[src/rtl/jpeg_byte_stuffer.sv]
// JPEG output stage: buffers 32-bit Huffman words, serializes them MSB-byte-first with
// a 0x00 stuff byte after every 0xFF data byte, and appends the EOI marker on request.
module jpeg_byte_stuffer #(
   parameter int unsigned FIFO_DEPTH = 4
) (
   input  logic        clk,
   input  logic        rst,
   input  logic [31:0] word_in,
   input  logic        word_valid,
   input  logic        eoi_req,
   output logic [7:0]  byte_out,
   output logic        byte_valid,
   input  logic        byte_ready,
   output logic        overflow,
   output logic        eoi_done
);
   localparam int unsigned AW = (FIFO_DEPTH > 1) ? $clog2(FIFO_DEPTH) : 1;
   localparam int unsigned CW = AW + 1;

   typedef enum logic [2:0] {
      S_IDLE,
      S_SEND,
      S_STUFF,
      S_EOI_FF,
      S_EOI_D9
   } state_t;

   logic [31:0]   r_mem [FIFO_DEPTH];
   logic [AW-1:0] r_wr_ptr;
   logic [AW-1:0] r_rd_ptr;
   logic [CW-1:0] r_count;
   logic          r_overflow;

   state_t        r_state;
   logic [31:0]   r_hold;
   logic [1:0]    r_idx;
   logic [7:0]    r_byte_out;
   logic          r_byte_valid;
   logic          r_eoi;
   logic          r_eoi_done;

   logic          w_empty;
   logic          w_full;
   logic          w_accept;
   logic          w_word_done;
   logic          w_pop;
   logic          w_push;
   logic [31:0]   w_head;
   logic [7:0]    w_cur_byte;
   logic [7:0]    w_nxt_byte;

   // Byte selection, FIFO status and the pop/push decisions shared by FIFO and FSM
   always_comb begin
      w_cur_byte = r_hold[7:0];
      w_nxt_byte = r_hold[31:24];
      case (r_idx)
         2'd0: begin
            w_cur_byte = r_hold[31:24];
            w_nxt_byte = r_hold[23:16];
         end
         2'd1: begin
            w_cur_byte = r_hold[23:16];
            w_nxt_byte = r_hold[15:8];
         end
         2'd2: begin
            w_cur_byte = r_hold[15:8];
            w_nxt_byte = r_hold[7:0];
         end
         default: begin
            w_cur_byte = r_hold[7:0];
            w_nxt_byte = r_hold[31:24];
         end
      endcase
      w_empty     = (r_count == '0);
      w_full      = (r_count == CW'(FIFO_DEPTH));
      w_head      = r_mem[r_rd_ptr];
      w_accept    = r_byte_valid & byte_ready;
      // Final byte of a word (including its stuff byte) is leaving this cycle
      w_word_done = w_accept && (r_idx == 2'd3) &&
                    ((r_state == S_SEND && w_cur_byte != 8'hFF) || r_state == S_STUFF);
      w_pop       = !w_empty && ((r_state == S_IDLE) || w_word_done);
      w_push      = word_valid && (!w_full || w_pop);
   end

   always_ff @(posedge clk) begin
      if (!rst && w_push) begin
         r_mem[r_wr_ptr] <= word_in;
      end
   end

   // Word FIFO pointers, occupancy and sticky overflow
   always_ff @(posedge clk) begin
      if (rst) begin
         r_wr_ptr   <= '0;
         r_rd_ptr   <= '0;
         r_count    <= '0;
         r_overflow <= 1'b0;
      end else begin
         if (w_push) r_wr_ptr <= r_wr_ptr + AW'(1);
         if (w_pop)  r_rd_ptr <= r_rd_ptr + AW'(1);
         case ({w_push, w_pop})
            2'b10:   r_count <= r_count + CW'(1);
            2'b01:   r_count <= r_count - CW'(1);
            default: r_count <= r_count;
         endcase
         if (word_valid && !w_push) r_overflow <= 1'b1;
      end
   end

   // Serializer FSM with registered byte interface and EOI latch
   always_ff @(posedge clk) begin
      if (rst) begin
         r_state      <= S_IDLE;
         r_hold       <= '0;
         r_idx        <= '0;
         r_byte_out   <= '0;
         r_byte_valid <= 1'b0;
         r_eoi        <= 1'b0;
         r_eoi_done   <= 1'b0;
      end else begin
         r_eoi_done <= 1'b0;
         if (eoi_req) r_eoi <= 1'b1;
         case (r_state)
            S_IDLE: begin
               if (!w_empty) begin
                  r_hold       <= w_head;
                  r_idx        <= '0;
                  r_byte_out   <= w_head[31:24];
                  r_byte_valid <= 1'b1;
                  r_state      <= S_SEND;
               end else if (r_eoi) begin
                  r_byte_out   <= 8'hFF;
                  r_byte_valid <= 1'b1;
                  r_state      <= S_EOI_FF;
               end
            end
            S_SEND, S_STUFF: begin
               if (w_accept) begin
                  if (r_state == S_SEND && w_cur_byte == 8'hFF) begin
                     r_byte_out <= 8'h00;
                     r_state    <= S_STUFF;
                  end else if (r_idx == 2'd3) begin
                     if (!w_empty) begin
                        r_hold     <= w_head;
                        r_idx      <= '0;
                        r_byte_out <= w_head[31:24];
                        r_state    <= S_SEND;
                     end else begin
                        r_byte_valid <= 1'b0;
                        r_state      <= S_IDLE;
                     end
                  end else begin
                     r_idx      <= r_idx + 2'd1;
                     r_byte_out <= w_nxt_byte;
                     r_state    <= S_SEND;
                  end
               end
            end
            S_EOI_FF: begin
               if (w_accept) begin
                  r_byte_out <= 8'hD9;
                  r_state    <= S_EOI_D9;
               end
            end
            S_EOI_D9: begin
               if (w_accept) begin
                  r_byte_valid <= 1'b0;
                  r_eoi_done   <= 1'b1;
                  r_eoi        <= 1'b0;
                  r_state      <= S_IDLE;
               end
            end
            default: begin
               r_byte_valid <= 1'b0;
               r_state      <= S_IDLE;
            end
         endcase
      end
   end

   assign byte_out   = r_byte_out;
   assign byte_valid = r_byte_valid;
   assign overflow   = r_overflow;
   assign eoi_done   = r_eoi_done;

endmodule

[config.mk]
export PLATFORM = sky130hd
export DESIGN_NAME = jpeg_byte_stuffer
export DESIGN_NICKNAME = d
export VERILOG_FILES = /design/src/rtl/jpeg_byte_stuffer.sv
export SDC_FILE = /design/constraint.sdc
export NUM_CORES = 1
export LEC_CHECK = 0
export CAP_MARGIN = 40
export CORE_MARGIN = 2
export CORE_UTILIZATION = 25
export CTS_BUF_LIST = sky130_fd_sc_hd__clkbuf_4
export DETAILED_ROUTE_END_ITERATION = 7
export PLACE_DENSITY = 0.5
export SYNTH_ARGS = -nofsm -noshare
export SYNTH_HDL_FRONTEND = slang
export SYNTH_SLANG_ARGS = --single-unit
export TNS_END_PERCENT = 1
[constraint.sdc]
create_clock -name clk -period 3.9 [get_ports clk]
set_input_delay 0.975 -clock clk [delete_from_list [all_inputs] [get_ports clk]]
set_output_delay 0.975 -clock clk [all_outputs]
set_load 0.05 [all_outputs]
==> metrics list, run 1 <==
- Before CTS, the worst setup slack after placement is 0.521 ns.
* Total number of placement rows: 64
* Buffer depth of the longest clock path: 2
- Horizontal die dimension: 179 microns
- DRC violations left: 0
- Post-detailed-routing wire length: 17500 microns
* Cell at the root of the clock tree: sky130_fd_sc_hd__clkbuf_4
- Global routing finished with a remaining overflow of 0.
- The net count of the finished layout is 664.
- Cts repair resizes: 0
- Top achievable clock speed: 354 MHz
- When the netlist entered floorplanning its net count stood at 618.
- In the final routed layout, each cell accounts on average for 17.0 microns.
- DP Area: 8660 sq um
- Source of the critical timing path: r_idx[1]
* Routed Antenna Nets: 0
- In the final timing run, aggregate negative setup slack is 0 ns.
- In the final layout, the share of cells above drive strength 1 is 0.139.
- The setup check on the worst reg-to-reg path leaves a slack of 1.08 ns.
* Hold wc startpoint: r_hold[28]
* Total via count after detailed routing: 4802
- CP Capture Type: flop
* Seq cells post-synth: 186
- Top-count cell post-synth: sky130_fd_sc_hd__edfxtp_1
* Setup violators final: 0
- CTS buffer count: 17
- Initial detailed-routing violation count: 476
- Average via count per standard cell: 4.67
* Floorplan Core Area: 30400 sq um
* Largest area contributor in the netlist: sky130_fd_sc_hd__edfxtp_1
- Transition time at the pin with the least slew margin: 0.718 ns
- The flow ran to the end, and the final reports show no timing, DRC or antenna violations.
- The finished cells cover 8940 sq um.
- The via count of the first global-routing pass is 4585.
- Req. time, crit path: 4.38 ns
- The clock arrives with 0.0361 ns of skew.
- Leading post-synthesis cells by instance count: 128 x sky130_fd_sc_hd__edfxtp_1, 82 x sky130_fd_sc_hd__nand2_1, 58 x sky130_fd_sc_hd__dfxtp_1
- The number of antenna violations at the first check in global routing came to 1.
- Starting Density: 0.253
- Data arrival time at the worst-slack endpoint: 3.30 ns
* Main area contributors after synthesis: sky130_fd_sc_hd__edfxtp_1 50%, sky130_fd_sc_hd__dfxtp_1 15%, sky130_fd_sc_hd__mux4_2 9.4%, sky130_fd_sc_hd__nand2_1 4.0%, sky130_fd_sc_hd__a21oi_1 3.1%
- Shortest clock period the worst path allows after layout: 2.82 ns
- Post-synth ARST share: 0
- For this run, the total global-route usage over all layers was measured as 0.113.
- The first global-routing pass estimated 27300 microns of wire.
* HPWL after detailed placement: 11600 microns
* Worst min-delay path class: reg -> reg
* Largest vdd supply drop: 0.000309 V
* Final core utilization: 0.294
- Number of buffers added to fix hold violations after cts: 0
- Class of the most critical setup path: reg -> reg
- The tree built by TritonCTS fans out to 186 sinks.
- Count of yosys warnings during synthesis: 0
- Weighted congestion reported at the end of routability-driven placement: 0.773
* Worst-Skew Late Latency: 0.58 ns
- The average instance in the mapped netlist occupies 13.4 sq um.
- Of the post-synthesis cell area, the dominant cell type holds 0.500.
* P&R area growth vs syn: 16.3%
* Setup repair after global routing missed its margin: no
- Final clock period utilization by the worst path: 0.724
- Top-level I/O count: 48
- In this run, distinct cell masters in the synthesized netlist total 57.
- Detailed-routing iteration count for the pre-antenna-repair pass: 7
- The most used flip-flop cell after synthesis is sky130_fd_sc_hd__edfxtp_1.
- TritonCTS built the clock tree.
- The worst setup path is launched from a flop.
- For this design the ratio of total power to cell area is 607 nW/um^2.
* Post-Syn Area: 7690 sq um
* Number of pins with negative max-slew slack in the final report: 0
* Number of setup buffers added after CTS: 0
- Across the run, the number of max-cap violations was 0.
- Across all setup checks in the final design, the least slack found is 1.08 ns.
- Remaining max-slew budget at the tightest pin: 0.521
- Number of flops mapped to enable cells by yosys: 128
- The count of buffers added on input and output ports is 47.
- Cells after Synth: 572
* Leak Pwr: 2.78 nW
* Deepest level of the CTS H-tree: 4
- From bottom edge to top edge, the die measures 179 microns.
- Maximum number of pins on one net before global-route repair: 52
- Area of the die: 32200 sq um
* Clock slew at reported path FFs: 0.18 ns
- Post-synthesis sequential area ratio: 0.651
- The number of failing hold endpoints at the final stage is 0.
- Highest fanout seen on the critical path: 12
- In this run the critical register-to-register path is launched from r_idx[1].
## worst paths after layout
path	end	depth (start not counted)
max reg2reg	r_count[2]	10
min	r_hold[28]	2
max	r_count[2]	10
min reg2reg	r_hold[28]	2
## logic make-up after synthesis
kind of cell | count (synthesis) | synth area share
simple gates | 157 | 0.0879
fa+ha+maj | 9 | 0.0156
flops | 186 | 0.651
xor+xnor | 5 | 0.00570
compound gates | 132 | 0.115
buf+inv | 49 | 0.0283
mux | 34 | 0.0965
## where the power goes
group	switching, mW	leakage (nW)	internal, mW	total (mW)
clock	0.749	0.150	0.297	1.05
sequential	0.249	1.64	2.37	2.62
combinational	1.07	0.993	0.694	1.76
total	2.07	2.78	3.36	5.43
## sequential cells by signal (all words and copies together), names as in the netlist, named ones only
register and cells:
r_mem 128, r_hold 32, byte_out 8, r_count 3
r_state 3, r_idx 2, r_rd_ptr 2, r_wr_ptr 2
byte_valid 1, eoi_done 1, overflow 1, r_eoi 1
## cell usage in the layout (no fill, tap or decap), types with 13 or more instances in the layout
master / Yosys / final
sky130_fd_sc_hd__nor2_1: 38 / 38
sky130_fd_sc_hd__o21ai_0: 20 / 20
sky130_fd_sc_hd__clkbuf_4: 0 / 18
sky130_fd_sc_hd__a21oi_1: 47 / 47
sky130_fd_sc_hd__mux4_2: 32 / 32
sky130_fd_sc_hd__nand2_1: 82 / 82
sky130_fd_sc_hd__dfxtp_1: 58 / 57
sky130_fd_sc_hd__edfxtp_1: 128 / 128
sky130_fd_sc_hd__buf_4: 0 / 13
sky130_fd_sc_hd__clkdlybuf4s50_1: 0 / 46
## area by class of cell
type | instances | area (sq um)
multi-input cells | 337 | 2470
flip-flops and latches | 186 | 5010
well taps | 396 | 495
inverters | 12 | 45.0
clock buffers | 18 | 135
diodes | 1 | 2.50
repair buffers | 64 | 643
clock inverters | 14 | 146
fillers | 3106 | 21500
## through the flow
step                      instances  power, mW  hold slack [ns]
after CTS                      1027       5.49            0.472
after global routing           1028       5.79            0.508
final                          1028       5.43            0.471
after global placement          994       4.42            0.444
after floorplan                 572       3.86            0.436
after detailed placement        995       4.44            0.453
## metal layers
layer / global-route usage / share of wire / vias to the layer above / wire, microns
li1: - / - / 2295 / -
met1: 0.162 / 0.48 / 2380 / 8490
met3: 0.0259 / 0.041 / 9 / 722
met5: 0 / 0 / - / 0
met4: 0.0242 / 0.0057 / 0 / 100
met2: 0.175 / 0.47 / 118 / 8190
## critical path, cell delays in order (launching register included)
cell and delay (ns):
sky130_fd_sc_hd__dfxtp_1 0.40, sky130_fd_sc_hd__ha_1 0.46, sky130_fd_sc_hd__and3_1 0.28, sky130_fd_sc_hd__o311a_1 0.28, sky130_fd_sc_hd__o21a_1 0.17, sky130_fd_sc_hd__nand2b_1 0.11
sky130_fd_sc_hd__fa_1 0.43, sky130_fd_sc_hd__o21ai_1 0.12, sky130_fd_sc_hd__or3_1 0.12, sky130_fd_sc_hd__a21oi_1 0.06, sky130_fd_sc_hd__o31a_1 0.29
(Power assumes the default switching activity.)
==> run 2, diff against run 1 <==
--- a/config.mk
+++ b/config.mk
@@ -10,7 +10,7 @@
 export CORE_UTILIZATION = 25
 export CTS_BUF_LIST = sky130_fd_sc_hd__clkbuf_4
 export DETAILED_ROUTE_END_ITERATION = 7
-export PLACE_DENSITY = 0.5
+export PLACE_DENSITY = 0.52
 export SYNTH_ARGS = -nofsm -noshare
 export SYNTH_HDL_FRONTEND = slang
 export SYNTH_SLANG_ARGS = --single-unit
==> constraint.sdc (replaced) <==
create_clock -name clk -period 2.5 [get_ports clk]
set_input_delay 0.625 -clock clk [delete_from_list [all_inputs] [get_ports clk]]
set_output_delay 0.625 -clock clk [all_outputs]
set_load 0.05 [all_outputs]
==> metrics list, run 2 (synthesis gave the netlist of run 1 again) <==
- The register with the most flip-flops in the layout has 128 of them.
* Top-level I/O count: 48
- The number of failing hold endpoints at the final stage was 0.
- The floorplan step set the die width to 179 microns.
- Largest Register: r_mem
- HPWL after detailed placement: 12800 microns
- Routed Antenna Nets: 0
- Maximum number of pins on one net before global-route repair: 36
* CTS buffer count: 17
- After global routing the overflow that remains totals 0.
* TritonCTS clock tree: done
- # port buffers: 47
- Weighted congestion reported at the end of routability-driven placement: 0.811
- Total global-route track usage: 0.119
* DRC violations left: 0
* CP Capture Type: flop
- Largest vdd supply drop: 0.000322 V
- Launching element type of the critical path: flop
* Cell at the root of the clock tree: sky130_fd_sc_hd__clkbuf_4
- Setup repair after global routing could not meet its margin everywhere.
* Detailed-routing iteration count for the pre-antenna-repair pass: 7
- Floorplan Core Area: 30400 sq um
- The clock period could shrink to 2.41 ns.
- The library cells used most frequently in the layout, excluding fill and tap cells, are 128 x sky130_fd_sc_hd__edfxtp_1, 82 x sky130_fd_sc_hd__nand2_1, 54 x sky130_fd_sc_hd__dfxtp_1, 47 x sky130_fd_sc_hd__a21oi_1, 44 x sky130_fd_sc_hd__clkdlybuf4s50_1.
- The via count of the first global-routing pass came to 4923.
- Slowest cell on the critical path: sky130_fd_sc_hd__or4_4
* DP Area: 8950 sq um
- STA puts the critical path data arrival time at 2.92 ns.
- The first global-routing pass estimated 28600 microns of wire.
- The number of antenna violations at the first check in global routing came to 1.
- The later pin in the worst-skew pair is clocked with a latency of 0.56 ns.
- Traced cell by cell, the critical path runs through inv_1 > ha_2 > buf_12 > a221oi_2 > a2111oi_0 > and3_1 > and2_4 > or4_4 > a41oi_2.
- Buffer depth of the longest clock path: 2
- Number of clock sinks seen by CTS: 186
- Clock slew at reported path FFs: 0.16 ns
- Power density over cell area: 951 nW/um^2
- Number of buffers added to fix hold violations after cts: 0
* Highest fanout seen on the critical path: 12
* Initial detailed-routing violation count: 433
- Transition time at the pin with the least slew margin: 0.642 ns
- Routed wire length per instance: 17.2 microns
* Number of pins with negative max-slew slack in the final report: 0
- Overall power consumption after layout is estimated at 8.83 mW.
- The critical path contains buffers and inverters numbering 2 combined.
- The min-delay analysis places its worst path in the category reg -> reg.
- Status: finished clean
- Leak Pwr: 2.99 nW
- Deepest level of the CTS H-tree: 4
- Top achievable clock speed: 415 MHz
* Setup violators final: 0
* Max_cap viols: 0
* Req. time, crit path: 3.01 ns
- Remaining max-slew budget at the tightest pin: 0.571
- P&R area growth vs syn: 20.9%
- By startpoint and endpoint, the worst setup path is classified as reg -> reg.
* Max Clock Skew: 0.0258 ns
- The final layout contains routed wiring with a total length of 18200 microns.
* Total number of placement rows: 64
- Die Y: 179 microns
* Share of layout cells above drive strength 1: 0.193
- In the finished design, the share of the clock period the worst path needs comes to 0.964.
- After detailed routing, the number of vias per cell comes to 4.70.
* Setup TNS after final layout: 0 ns
- Leaving out fill and tap cells, the most frequent cell in the layout is sky130_fd_sc_hd__edfxtp_1.
* Slowest Stage Delay on Critical Path: 0.52 ns
- Area of the die: 32200 sq um
* Starting Density: 0.253
* Nets: 695
- Once layout is done, the placed cells without fillers occupy 9290 sq um.
* Total via count after detailed routing: 4979
- On the critical path the largest part of the delay comes from simple AND/OR/NAND/NOR gates.
[run 2: changes by cell type in the layout (fill, tap and decap cells not counted), moves of 3 or more]
cell                       change
sky130_fd_sc_hd__clkinv_8      -3
sky130_fd_sc_hd__ha_2          +3
sky130_fd_sc_hd__ha_1          -4
sky130_fd_sc_hd__dfxtp_2       +3
sky130_fd_sc_hd__dfxtp_1       -3
sky130_fd_sc_hd__buf_12        +5
sky130_fd_sc_hd__buf_4        +26
[run 2: cell type report]
class                   instances  area [sq um]
clock buffers                  19           143
repair buffers                 95           943
inverters                      12          45.0
multi-input cells             337          2500
clock inverters                13           156
diodes                          1          2.50
fillers                      3089         21100
well taps                     396           495
flip-flops and latches        186          5010
[run 2: timing repair]
action,CTS,global route
setup endpoints to repair,0,111
hold endpoints to repair,0,0
gates resized for setup,0,11
setup buffers,0,1
[run 2: final timing paths]
| kind | depth (start not counted) | slack, ns | startpoint | endpoint |
|---|---|---|---|---|
| max reg2reg | 9 | 0.09 | r_idx[0] | byte_out[4] |
| min | 2 | 0.47 | r_hold[25] | r_hold[25] |
| min reg2reg | 2 | 0.47 | r_hold[25] | r_hold[25] |
| max | 9 | 0.09 | r_idx[0] | byte_out[4] |
[run 2: worst reg2reg max path, delay by kind of cell (launching register included)]
kind | cells | cell delay [ns]
buf+inv | 2 | 0.23
simple gates | 3 | 0.93
compound gates | 3 | 0.59
flops | 1 | 0.40
fa+ha+maj | 1 | 0.22
[run 2: where the power goes]
group          internal (mW)  switching, mW  total [mW]
combinational           1.28           1.77        3.05
clock                  0.648           1.08        1.73
sequential              3.70          0.355        4.06
[run 2: per-stage QoR]
step	instances	setup slack, ns	utilization	hold slack [ns]
after CTS	1057	0.0400	0.304	0.470
final	1059	0.0894	0.305	0.469
after detailed placement	1025	-0.388	0.294	0.450
after global routing	1059	-0.00885	0.305	0.495
after global placement	1025	-0.386	0.294	0.446
after floorplan	572	-0.0878	-	0.436
[run 2: layer usage]
layer / part of all wire / track usage / vias up
met5: 0 / 0 / -
met4: 0.012 / 0.0289 / 0
met3: 0.037 / 0.0276 / 15
met2: 0.49 / 0.192 / 115
met1: 0.46 / 0.162 / 2508
li1: - / - / 2341
==> run 3, diff against run 2 <==
--- a/config.mk
+++ b/config.mk
@@ -5,10 +5,12 @@
 export SDC_FILE = /design/constraint.sdc
 export NUM_CORES = 1
 export LEC_CHECK = 0
+export ABC_AREA = 0
 export CAP_MARGIN = 40
 export CORE_MARGIN = 2
 export CORE_UTILIZATION = 25
 export CTS_BUF_LIST = sky130_fd_sc_hd__clkbuf_4
+export CTS_CLUSTER_DIAMETER = 30
 export DETAILED_ROUTE_END_ITERATION = 7
 export PLACE_DENSITY = 0.52
 export SYNTH_ARGS = -nofsm -noshare
==> constraint.sdc (replaced) <==
create_clock -name clk -period 2.5 [get_ports clk]
set_input_delay 0.625 -clock clk [delete_from_list [all_inputs] [get_ports clk]]
set_output_delay 0.625 -clock clk [all_outputs]
set_load 0.02 [all_outputs]
==> metrics list, run 3 (synthesis gave the netlist of run 1 again) <==
- The run finished with clean final reports.
- Multi-input logic area: 2470 sq um
- In the final layout, flip-flops and latches occupy 5010 sq um.
- CP Capture Type: flop
* Most frequent cells in the layout: 128 x sky130_fd_sc_hd__edfxtp_1, 82 x sky130_fd_sc_hd__nand2_1, 55 x sky130_fd_sc_hd__dfxtp_1, 47 x sky130_fd_sc_hd__a21oi_1, 46 x sky130_fd_sc_hd__clkdlybuf4s50_1
- Initial detailed-routing violation count: 577
* Total via count after detailed routing: 4879
- The routed design has 17900 microns of wire.
- Across the routed clock network, the largest skew measured is 0.0388 ns.
- For the pin with the worst max-slew slack, the measured transition is 0.614 ns.
- Largest Register: r_mem
- For this design, the sink count on the clock tree is 186.
* Hold wc startpoint: r_hold[26]
- Routability-driven placement finished with a final weighted congestion of 0.798.
- Fill cells in the final layout number 3081.
* Deepest level of the CTS H-tree: 4
- Entering global routing, the biggest net connects 36 pins.
- DP Area: 8880 sq um
- 0 antenna diodes ended up in the layout.
- Detailed-routing iteration count for the pre-antenna-repair pass: 7
* Flip-flop count of the largest register, all copies and words added: 128
* Worst slack on hold paths: 0.473 ns
- The worst hold path terminates at r_hold[26].
- The number of pins exceeding their max-slew limit in the final report was 0.
- Leak Pwr: 2.94 nW
- For the worst-skew pair, the clock arrives at the later sink with an insertion delay of 0.57 ns.
- Commonest non-fill, non-tap cell in the layout: sky130_fd_sc_hd__edfxtp_1
* Shortest clock period the worst path allows after layout: 2.41 ns
- The worst-case IR drop observed on VDD is 0.000345 V.
- For this configuration, the core starts out at a cell density of 0.253.
- Class of the most critical setup path: reg -> reg
* Nets: 693
- Compared with the post-synthesis result, the final layout area differs by 19.6%.
- STA classifies the critical path startpoint as a flop.
- Across every metal layer, demand over resource in global routing totals 0.117.
- Max_cap viols: 0
- Setup repair after global routing missed its margin: no
- For the worst setup path, the data required time is 3.01 ns.
- The first global-routing pass estimated 28300 microns of wire.
* Data arrival time at the worst-slack endpoint: 2.92 ns
* Power density over cell area: 935 nW/um^2
- The number of antenna violations at the first check in global routing came to 0.
- # port buffers: 47
* CTS buffer count: 17
* DRC violations left: 0
- The floorplan step set the die width to 179 microns.
- 48 I/O pins were placed.
* Die Y: 179 microns
- Cell at the root of the clock tree: sky130_fd_sc_hd__clkbuf_4
- Buffer depth of the longest clock path: 2
* Final-report hold violation count: 0
* Final clock period utilization by the worst path: 0.966
- Summed over all nets, the half-perimeter wirelength after detailed placement is 12500 microns.
- Setup violations remaining at the end of the flow were counted as 0.
- Using the TritonRoute via totals, the vias-per-cell ratio works out to 4.62.
* Number of buffers added to fix hold violations after cts: 0
- Global routing finished with a remaining overflow of 0.
- Final std cell area, no fill: 9190 sq um
* Remaining max-slew budget at the tightest pin: 0.590
- Clock-pin slew was measured on the worst setup and hold paths at 0.18 ns.
- Reg2reg start: r_idx[0]
- Routed wire length per instance: 17.0 microns
- Endpoint of the worst-slack reg-to-reg timing path: byte_out[4]
* Total number of placement rows: 64
* Routed Antenna Nets: 0
- Highest fanout seen on the critical path: 8
- The total area inside the core boundary comes to 30400 sq um.
- TritonCTS built the clock tree.
* Worst min-delay path class: reg -> reg
* Area of the die: 32200 sq um
- Register-to-register setup slack: 0.09 ns
* Logic depth of the worst register-to-register path: 9
- Number of instances on the worst hold path: 2
- Vias in the first global route: 4952
- Timing would allow up to 414 MHz.
* Share of layout cells above drive strength 1: 0.184
-- run 3: cell types whose count changed in the layout (fill, tap and decap cells not counted), moves of 2 or more --
cell | before | now
sky130_fd_sc_hd__buf_12 | 9 | 5
sky130_fd_sc_hd__clkinv_8 | 0 | 4
sky130_fd_sc_hd__buf_4 | 39 | 41
sky130_fd_sc_hd__bufinv_16 | 2 | 0
sky130_fd_sc_hd__clkbuf_4 | 19 | 17
sky130_fd_sc_hd__clkdlybuf4s50_1 | 44 | 46
sky130_fd_sc_hd__clkinv_4 | 1 | 3
sky130_fd_sc_hd__clkinvlp_4 | 2 | 0
sky130_fd_sc_hd__dlymetal6s2s_1 | 2 | 0
sky130_fd_sc_hd__ha_1 | 4 | 6
-- run 3: layout make-up --
cell class                      count  area share
Clock buffer                       17      0.0139
Clock inverter                     14      0.0182
Multi-Input combinational cell    337       0.269
Tap cell                          396      0.0539
Sequential cell                   186       0.545
Timing Repair Buffer               93      0.0950
Inverter                           12     0.00490
-- run 3: worst max path at each step --
stage / from / to / slack [ns] / cells past startpoint
floorplan: byte_ready / r_mem[0][0] / -0.09 / 5
CTS: r_idx[0] / byte_out[4] / 0.04 / 9
detailed placement: byte_ready / r_count[2] / -0.40 / 10
finish: r_idx[0] / byte_out[4] / 0.09 / 9
global placement: byte_ready / r_count[2] / -0.37 / 10
global route: r_idx[1] / r_count[2] / 0.003 / 10
-- run 3: stage by stage --
step | TNS [ns] | setup WS (ns) | instances | util | power [mW]
floorplan | -11.24 | -0.0878 | 572 | - | 5.89
global placement | -38.58 | -0.369 | 1023 | 0.292 | 7.01
detailed placement | -40.79 | -0.401 | 1023 | 0.292 | 7.04
CTS | 0 | 0.0378 | 1054 | 0.302 | 8.70
global route | 0 | 0.00315 | 1055 | 0.302 | 9.18
finish | 0 | 0.0853 | 1055 | 0.302 | 8.59
-- run 3: worst max-delay path, cell delays in order (launching register included) --
cell and delay, ns:
sky130_fd_sc_hd__dfxtp_2 0.38, sky130_fd_sc_hd__inv_1 0.07, sky130_fd_sc_hd__ha_2 0.21, sky130_fd_sc_hd__buf_4 0.16, sky130_fd_sc_hd__a221oi_2 0.30, sky130_fd_sc_hd__a2111oi_0 0.11
sky130_fd_sc_hd__and3_1 0.23, sky130_fd_sc_hd__and2_4 0.20, sky130_fd_sc_hd__or4_4 0.52, sky130_fd_sc_hd__a41oi_2 0.19
-- run 3: timing repair --
item                                    4_1_cts  5_1_grt
cloned                                        0        0
endpoints found under the setup margin        1       38
resized for setup                             2        2
setup buffers                                 0        1
pin swaps                                     0        0
-- run 3: layer usage --
metal  vias to the layer above  wire length, microns  track usage
li1                       2341                     -            -
met1                      2408                  8230        0.159
met2                       121                  8530        0.191
met3                         9                   956       0.0276
met4                         0                   180       0.0255
met5                         -                     0            0
-- run 3: power breakdown --
part	switching [mW]	total (mW)	internal [mW]
combinational	1.62	2.87	1.26
clock	1.18	1.65	0.469
sequential	0.375	4.07	3.70
